--- config.mk ---
export PLATFORM = sky130hd
export DESIGN_NAME = ahb_sram_slave
export DESIGN_NICKNAME = d
export VERILOG_FILES = /design/src/rtl/ahb_pkg.sv /design/src/rtl/ahb_sram_mem.sv /design/src/rtl/ahb_sram_slave.sv
export SDC_FILE = /design/constraint.sdc
export NUM_CORES = 1
export LEC_CHECK = 0
export CAP_MARGIN = 25
export CORE_MARGIN = 5
export CORE_UTILIZATION = 60
export CTS_CLUSTER_DIAMETER = 50
export CTS_CLUSTER_SIZE = 20
export DETAILED_ROUTE_END_ITERATION = 8
export PLACE_DENSITY = 0.78
export SYNTH_ARGS = -nofsm -noshare
export SYNTH_HDL_FRONTEND = slang
export SYNTH_SLANG_ARGS = --single-unit
--- constraint.sdc ---
create_clock -name HCLK -period 2.85 [get_ports HCLK]
set_input_delay 0.57 -clock HCLK [delete_from_list [all_inputs] [get_ports HCLK]]
set_output_delay 0.57 -clock HCLK [all_outputs]
set_load 0.02 [all_outputs]
--- src/rtl/ahb_pkg.sv ---
// rtl/ahb_pkg.sv - AHB-Lite encodings and slave FSM state shared by master and slave
package ahb_pkg;

    typedef enum logic [1:0] {
        IDLE   = 2'd0,
        BUSY   = 2'd1,
        NONSEQ = 2'd2,
        SEQ    = 2'd3
    } HTRANS_e;

    typedef enum logic [3:0] {
        BITS8  = 4'd0,
        BITS16 = 4'd1,
        BITS32 = 4'd2
    } HSIZE_e;

    typedef enum logic [2:0] {
        SINGLE = 3'd0,
        INCR   = 3'd1,
        WRAP4  = 3'd2,
        INCR4  = 3'd3,
        WRAP8  = 3'd4,
        INCR8  = 3'd5,
        WRAP16 = 3'd6,
        INCR16 = 3'd7
    } HBURST_e;

    localparam logic HRESP_OKAY  = 1'b0;
    localparam logic HRESP_ERROR = 1'b1;

    typedef enum logic [2:0] {
        S_IDLE,
        S_WAIT,
        S_DATA,
        S_ERR1,
        S_ERR2
    } slave_state_e;

    // Little-endian byte-lane enables for a legal (size <= 2) transfer.
    function automatic logic [3:0] lane_mask(input logic [1:0] lane, input logic [1:0] size);
        logic [3:0] m;
        case (size)
            2'd0:    m = 4'b0001 << lane;
            2'd1:    m = lane[1] ? 4'b1100 : 4'b0011;
            default: m = 4'b1111;
        endcase
        return m;
    endfunction

endpackage

--- src/rtl/ahb_sram_mem.sv ---
// rtl/ahb_sram_mem.sv - word memory with byte-enable write, combinational read, async clear
module ahb_sram_mem #(
    parameter int MEM_WORDS = 16,
    parameter int AW        = 4
) (
    input  logic          HCLK,
    input  logic          HREASETn,
    input  logic          wr_en,
    input  logic [3:0]    wr_be,
    input  logic [AW-1:0] idx,
    input  logic [31:0]   wr_data,
    output logic [31:0]   rd_data
);

    logic [31:0] mem [MEM_WORDS];

    always_ff @(posedge HCLK or negedge HREASETn) begin
        if (!HREASETn) begin
            for (int i = 0; i < MEM_WORDS; i++) begin
                mem[i] <= '0;
            end
        end else if (wr_en) begin
            for (int k = 0; k < 4; k++) begin
                if (wr_be[k]) begin
                    mem[idx][8*k +: 8] <= wr_data[8*k +: 8];
                end
            end
        end
    end

    assign rd_data = mem[idx];

endmodule

--- src/rtl/ahb_sram_slave.sv ---
// rtl/ahb_sram_slave.sv - AHB-Lite SRAM responder with wait states and ERROR response
module ahb_sram_slave
    import ahb_pkg::*;
#(
    parameter logic [31:0] BASE_ADDR   = 32'h0000_0000,
    parameter int          MEM_WORDS   = 16,
    parameter int          WAIT_STATES = 0
) (
    input  logic        HCLK,
    input  logic        HREASETn,
    input  logic        HSELx,
    input  logic [31:0] HADDR,
    input  logic [1:0]  HTRANS,
    input  logic [2:0]  HBURST,
    input  logic [3:0]  HSIZE,
    input  logic        HWRITE,
    input  logic [31:0] HWDATA,
    output logic        HREADY,
    output logic        HRESP,
    output logic [31:0] HRDATA
);

    localparam int          AW        = $clog2(MEM_WORDS);
    localparam logic [32:0] MEM_BYTES = 33'(4 * MEM_WORDS);
    localparam logic [3:0]  WS        = 4'(WAIT_STATES);
    localparam bit          HAS_WAIT  = (WAIT_STATES > 0);

    slave_state_e  state;
    logic [3:0]    wait_cnt;
    logic [AW-1:0] idx_q;
    logic [1:0]    lane_q;
    logic [1:0]    size_q;
    logic          write_q;
    logic          hready_q;
    logic          hresp_q;

    logic [32:0]   diff;
    logic          accept;
    logic          in_range;
    logic          oversize;
    logic          misalign;
    logic          addr_err;
    logic          mem_we;
    logic [3:0]    mem_be;
    logic [31:0]   mem_rdata;
    logic          unused_ok;

    // 33-bit difference: bit 32 set means the address lies below BASE_ADDR.
    assign diff     = {1'b0, HADDR} - {1'b0, BASE_ADDR};
    assign in_range = !diff[32] && ({1'b0, diff[31:0]} < MEM_BYTES);
    assign oversize = HSIZE > 4'd2;
    assign misalign = (HSIZE == 4'd1 && HADDR[0]) || (HSIZE == 4'd2 && HADDR[1:0] != 2'b00);
    assign addr_err = !in_range || oversize || misalign;
    assign accept   = HSELx && HTRANS[1] && hready_q;
    assign unused_ok = ^{HBURST, HTRANS[0]};

    always_ff @(posedge HCLK or negedge HREASETn) begin
        if (!HREASETn) begin
            state    <= S_IDLE;
            wait_cnt <= '0;
            idx_q    <= '0;
            lane_q   <= '0;
            size_q   <= '0;
            write_q  <= 1'b0;
            hready_q <= 1'b1;
            hresp_q  <= HRESP_OKAY;
        end else if (accept) begin
            idx_q   <= diff[AW+1:2];
            lane_q  <= HADDR[1:0];
            size_q  <= HSIZE[1:0];
            write_q <= HWRITE;
            if (addr_err) begin
                state    <= S_ERR1;
                hready_q <= 1'b0;
                hresp_q  <= HRESP_ERROR;
            end else if (HAS_WAIT) begin
                state    <= S_WAIT;
                wait_cnt <= WS;
                hready_q <= 1'b0;
                hresp_q  <= HRESP_OKAY;
            end else begin
                state    <= S_DATA;
                hready_q <= 1'b1;
                hresp_q  <= HRESP_OKAY;
            end
        end else begin
            case (state)
                S_WAIT: begin
                    if (wait_cnt == 4'd1) begin
                        state    <= S_DATA;
                        hready_q <= 1'b1;
                    end else begin
                        wait_cnt <= wait_cnt - 4'd1;
                    end
                end
                S_ERR1: begin
                    state    <= S_ERR2;
                    hready_q <= 1'b1;
                    hresp_q  <= HRESP_ERROR;
                end
                default: begin
                    state    <= S_IDLE;
                    hready_q <= 1'b1;
                    hresp_q  <= HRESP_OKAY;
                end
            endcase
        end
    end

    // The write lands on the DATA-ending edge, the same edge a following read is accepted.
    assign mem_we = (state == S_DATA) && write_q;
    assign mem_be = lane_mask(lane_q, size_q);

    ahb_sram_mem #(
        .MEM_WORDS (MEM_WORDS),
        .AW        (AW)
    ) u_mem (
        .HCLK     (HCLK),
        .HREASETn (HREASETn),
        .wr_en    (mem_we),
        .wr_be    (mem_be),
        .idx      (idx_q),
        .wr_data  (HWDATA),
        .rd_data  (mem_rdata)
    );

    assign HREADY = hready_q;
    assign HRESP  = hresp_q;
    assign HRDATA = (state == S_DATA && !write_q) ? mem_rdata : 32'h0;

endmodule

After elaboration in Yosys (flattened, before gate mapping)
Cells that the tools add are included.
{"block": "op_classes", "n_reduce_logical": 15, "n_shift": 1, "n_lt_le_gt_ge": 4, "eq_ne": 9, "add_sub_neg": 1, "bitwise_logic": 3, "muxes": 36}
{"cell": "512-bit two-way mux", "n": 7}
{"cell": "512-bit bitwise mux", "n": 4}
{"cell": "32-bit demux with 4-bit select", "n": 4}
{"cell": "32-bit binary-select mux with 4-bit select", "n": 1}
{"cell": "32-bit two-way mux", "n": 4}
{"cell": "32-bit by 7-bit < comparator with 1-bit output, second input constant", "n": 1}
{"cell": "24-bit two-way mux", "n": 1}
{"cell": "16-bit two-way mux", "n": 1}
{"cell": "4-bit by 1-bit == test with 1-bit output, second input constant", "n": 2}
{"cell": "8-bit two-way mux", "n": 1}
{"cell": "4-bit case mux with 2 select lines", "n": 1}
{"cell": "1-bit logical AND", "n": 7}
{"cell": "1-bit two-way mux", "n": 7}
{"cell": "3-bit by 2-bit == test with 1-bit output, second input constant", "n": 2}
{"cell": "3-bit two-way mux", "n": 2}
{"cell": "3-bit case mux with 2 select lines", "n": 1}
{"cell": "5-bit greater-or-equal comparator, second input constant", "n": 1}
{"cell": "5-bit by 1-bit < comparator with 1-bit output, second input constant", "n": 1}
{"cell": "4-bit inverter with 5-bit output", "n": 1}
{"cell": "4-bit by 2-bit == test with 1-bit output, second input constant", "n": 1}
{"cell": "4-bit by 2-bit greater-than comparator with 1-bit output, second input constant", "n": 1}
{"cell": "4-bit two-way mux", "n": 1}
{"cell": "1-bit by 2-bit left shift with 4-bit output, first input constant", "n": 1}
{"cell": "4-bit by 1-bit subtractor with 4-bit output, second input constant", "n": 1}
{"cell": "11 further kinds", "n": 15}
{"block": "totals", "elab_cells": 93, "in_bits": 77, "register_bits": 530, "output_inout_bits": 34}

Depth between registers and ports, before layout
{"block": "logic_depth", "word_depth": 16, "mapped_depth": 7, "mapped_depth_nobuf": 6}

By module
A second synthesis with hierarchy kept.
{"block": "unflattened", "hier_cells": 1562, "area_unflattened_um2": 25349.3}
{"module": "ahb_sram_mem", "n_inst": 1, "cells_each": 1433, "seq_area_each_um2": 12812.3, "area_per_inst_um2": 24243.3}
{"module": "ahb_sram_slave", "n_inst": 1, "cells_each": 129, "seq_area_each_um2": 451.7, "area_per_inst_um2": 1106.1}

Worst setup path before layout
OpenSTA, ideal clock, no wires.
{"block": "synth_timing", "path_type": "register -> output", "startpoint": "register idx_q[0]", "endpoint": "output port HRDATA[1]", "stages_incl_launch_ff": 7, "setup_slack_ps": 163, "t_arrival_ps": 2117, "required_time_ps": 2280, "n_path_buf": 3, "path_cell_list": "dfrtp_1 > clkbuf_1 > buf_1 > buf_2 > mux4_2 > a22oi_1 > nand2_1"}
{"block": "synth_via", "elab_chain_cells": 5}
{"element": "start, declared", "line": "ahb_sram_slave.sv:30", "source": "logic [AW-1:0] idx_q;"}
{"element": "start signal, assigned", "line": "ahb_sram_slave.sv:68", "source": "idx_q <= diff[AW+1:2];"}
{"element": "4-bit inverter with 5-bit output (implied by the code)", "line": "ahb_sram_mem.sv:31", "source": "assign rd_data = mem[idx];"}
{"element": "32-bit binary-select mux with 4-bit select", "line": "ahb_sram_mem.sv:31"}
{"element": "32-bit two-way mux (implied by the code) (2 in series)", "line": "ahb_sram_mem.sv:31"}
{"element": "32-bit two-way mux", "line": "ahb_sram_slave.sv:129", "source": "assign HRDATA = (state == S_DATA && !write_q) ? mem_rdata : 32'h0;"}
{"element": "end, declared", "line": "ahb_sram_slave.sv:20", "source": "output logic [31:0] HRDATA"}
Every way passes these cells. The select of a mux whose other input is x is not followed.

Worst setup path in the final report
{"block": "layout_timing", "startpoint": "register state[2]", "endpoint": "output port HRDATA[28]"}
{"block": "layout_via", "elab_chain_cells": 3}
{"element": "start, declared", "line": "ahb_sram_slave.sv:28", "source": "slave_state_e state;"}
{"element": "start signal, assigned", "line": "ahb_sram_slave.sv:59", "source": "state <= S_IDLE;"}
{"element": "start signal, assigned", "line": "ahb_sram_slave.sv:73", "source": "state <= S_ERR1;"}
{"element": "start signal, assigned", "line": "ahb_sram_slave.sv:77", "source": "state <= S_WAIT;"}
{"element": "3-bit by 2-bit == test with 1-bit output", "line": "ahb_sram_slave.sv:129"}
{"element": "1-bit logical AND", "line": "ahb_sram_slave.sv:129"}
{"element": "32-bit two-way mux", "line": "ahb_sram_slave.sv:129"}
Every way passes these cells.

==> flow_summary_export.csv <==
group,metric,value,unit
synthesis,yosys_warnings,0,
synthesis,synth_area_per_cell,15.7,µm²
power,ir_drop,0.494,mV
routing,ant_nets,0,
global_routing,grt_usage,26.1,%
power,clock_power_share,32.2,%
layout,fin_nets,1776,
clock_network,cts_max_level,2,
setup_path,path_buf_inv,4,
min_path,hold_path_class,"input port to asynchronous set/reset pin",
setup_path,startpoint_type,"flop",
synthesis,ys.flop_type,"dfrtp_1",
layout,stdcell_count,2260,
clock_network,cts_tree,"yes",
setup_path,worstSetupStartpoint,"state[2]$_DFFE_PN0N_",
routing,vias,14200,
routing,avgViaCountPerCell,6.29,
placed_design,place_hpwl,34000,µm
layout,diodes,0,
floorplan,io_pins,111,
timing,setup_viol,32,
setup_path,slowest_delay,0.58,ns
flow_run,maxCapViolCount,0,
outcome,status,"finished with violations",
timing,worstMarginPinSlew,0.657,ns
synthesis,synth_nets,1605,
timing,slew_violations,0,
global_routing,grt-ovfl-total,0,
timing,rsz0062_at_grt,"true",
layout,layout.cell_area.non_filler,28600,µm²
routing,drc,0,
timing,hold_ws,0.467,ns
synthesis,synth_area,24000,µm²
synthesis,synth_seq_cells,530,
synthesis,ys_seq_area_share,55.4,%
synthesis,syn_inst,1526,
global_routing,grt_pass1_vias,15400,
timing,maxSlewHeadroom,56.2,%
clock_network,clk_latency,0.59,ns
timing,min_period,3.07,ns
synthesis,synth.distinct_cells,46,
placed_design,dp.cells,2152,
layout,final_cell_mix,"dfrtp_1, mux2_2, mux4_2",
clock_network,cts_buffer_depth,3,
placed_design,io_buffers,106,
floorplan,die_y,210,µm
setup_path,r2r_slack,0.19,ns
timing,finalHoldViolations,0,
clock_network,cts_root_buf,"clkbuf_16",
clock_network,clkTransAtPathRegs,0.08,ns
setup_path,reg2reg_from,"state[2]$_DFFE_PN0N_",
power,internal_power,15.2,mW
synthesis,synth-edff-count,0,
timing,fin_ws,-0.224,ns
power,swShare,28.6,%
global_routing,grt_pass1_wl,89700,µm
timing,clock_skew,0.0149,ns
layout,area_delta_synth_final,19.2,%
setup_path,cp.arrival,2.50,ns
power,power.switching,6.09,mW
placed_design,placed_area,26300,µm²
power,leakage,13.1,nW
global_routing,antenna_found_initial,0,
routing,wirelength,56800,µm
setup_path,crit_top_cell,"buf_4",
setup_path,critPathCaptureType,"output pin",
layout,mostFrequentLayoutCell,"dfrtp_1",
setup_path,slowest_stage,"or4b_4",
setup_path,path_delay_family,"simple AND/OR/NAND/NOR gates",
synthesis,async_reset_ff_share,100,%
power,comb_power_share,22.6,%
power,p_seq_share,45.3,%
floorplan,dieArea,44000,µm²
timing,maxClockFrequency,325,MHz
clock_network,clock_sinks,530,
layout,drive_above_1_share,55.6,%
routing,wl_per_cell,25.1,µm
floorplan,placementRows,73,
timing,fin_crit_sh,108,%
floorplan,core_area,39600,µm²
floorplan,die_w,210,µm
routing,drt_pass1_iterations,5,
floorplan,start_util,60.4,%
power,powerDensity,747,nW/µm²
clock_network,cts-buffers-inserted,47,
setup_path,required,2.28,ns
placed_design,routabilityCongestion,0.782,
setup_path,path_max_fanout,8,
setup_path,cp_cell_sequence,"or4b_4 -> buf_4 -> nor2_4 -> buf_6 -> clkbuf_16 -> a22oi_1 -> nand2_1 -> buf_4",
global_routing,grt_max_degree,112,
placed_design,place_ws,-0.366,ns
setup_path,path_class,"flop to output pin",
routing,drt_iter0_drc,809,
outcome,violations,"setup timing",
logic make-up (layout without fill, tap and decap cells):
logic type / after synthesis / in the layout / synth area share [%]
buffers and inverters: 107 / 316 / 1.81
adder cells (fa/ha/maj): 2 / 2 / 0.104
flip-flops: 530 / 530 / 55.4
AND/OR/NAND/NOR: 160 / 160 / 3.95
AO/OA/AOI/OAI: 84 / 84 / 2.55
multiplexers: 640 / 640 / 36.1
XOR/XNOR: 3 / 3 / 0.110
worst paths after layout:
| path | endpoint | cells past startpoint |
|---|---|---|
| worst min-delay path | u_mem.mem[260]$_DFFE_PN0P_ | 2 |
| worst max-delay path | HRDATA[28] | 8 |
| min in group HCLK | wait_cnt[3]$_DFFE_PN0P_ | 1 |
| worst min register to register | wait_cnt[3]$_DFFE_PN0P_ | 1 |
| worst max register to register | u_mem.mem[483]$_DFFE_PN0P_ | 6 |
| max in group asynchronous | u_mem.mem[285]$_DFFE_PN0P_ | 4 |
worst register-to-register path: cells and delay by family, from the launching register on:
family | cells | cell delay [ns]
and+or+nand+nor | 3 | 1.51
muxes | 1 | 0.39
buffers and inverters | 2 | 0.26
DFF | 1 | 0.39
flip-flops by register name, indices dropped and copies added, names as in the netlist:
name	count
HREADY	1
idx_q	4
state	3
wait_cnt	4
u_mem.mem	512
HRESP	1
write_q	1
lane_q	2
size_q	2
power by group through the flow:
| stage | Sequential, mW | Combinational (mW) | Clock (mW) |
|---|---|---|---|
| floorplan | 9.47 | 3.30 | 0 |
| global placement | 9.67 | 4.39 | 0 |
| detailed placement | 9.77 | 4.51 | 0 |
| CTS | 9.66 | 4.72 | 6.96 |
| global route | 9.80 | 5.19 | 7.28 |
| finish | 9.66 | 4.82 | 6.86 |
Yosys cell counts (all sizes together), types with 3 or more instances:
cell	instances	area share (%)
nand2	59	0.92
nor3	23	1.0
buf	33	0.65
a22oi	64	2.0
or3b	3	0.11
dfrtp	529	55
mux2	512	24
nor3b	3	0.094
or4	4	0.13
mux4	128	12
clkbuf	69	1.1
nor2	31	0.51
nand2b	4	0.10
or2	6	0.16
nor4	12	0.45
nand3	3	0.063
o21ai	11	0.23
inv	5	0.078
nand3b	3	0.094
repair_timing:
| item | in CTS | in global routing |
|---|---|---|
| setup buffers | 9 | 5 |
| hold buffers | 1 | 0 |
| gates cloned | 6 | 2 |
| endpoints found under the hold margin | 31 | 0 |
| gates resized for setup | 208 | 39 |
| endpoints found under the setup margin | 32 | 32 |
| pin swaps | 6 | 10 |
metrics by stage:
stage	TNS, ns	utilization, %	total power, mW
after floorplan	0	-	12.8
after global placement	-8.53	66.3	14.1
after detailed placement	-10.39	66.3	14.3
after CTS	-6.81	71.5	21.3
after global routing	-8.11	72.0	22.3
final	-5.85	72.0	21.3
area by class of cell:
cell class,instances,area [µm²]
sequential,530,13300
fill,2516,11100
multi-input combinational,889,10500
timing repair buffer,224,2430
clock buffer,50,1240
tap,525,657
clock inverter,37,447
inverter,5,18.8
metal layers:
layer	routed length [µm]	up-vias	global-route usage [%]
li1	-	6073	-
met1	24000	7674	36.8
met2	27600	376	41.9
met3	3300	98	5.07
met4	1890	0	8.03
met5	0	-	0
Note: power is estimated with default switching activity, not from simulation.
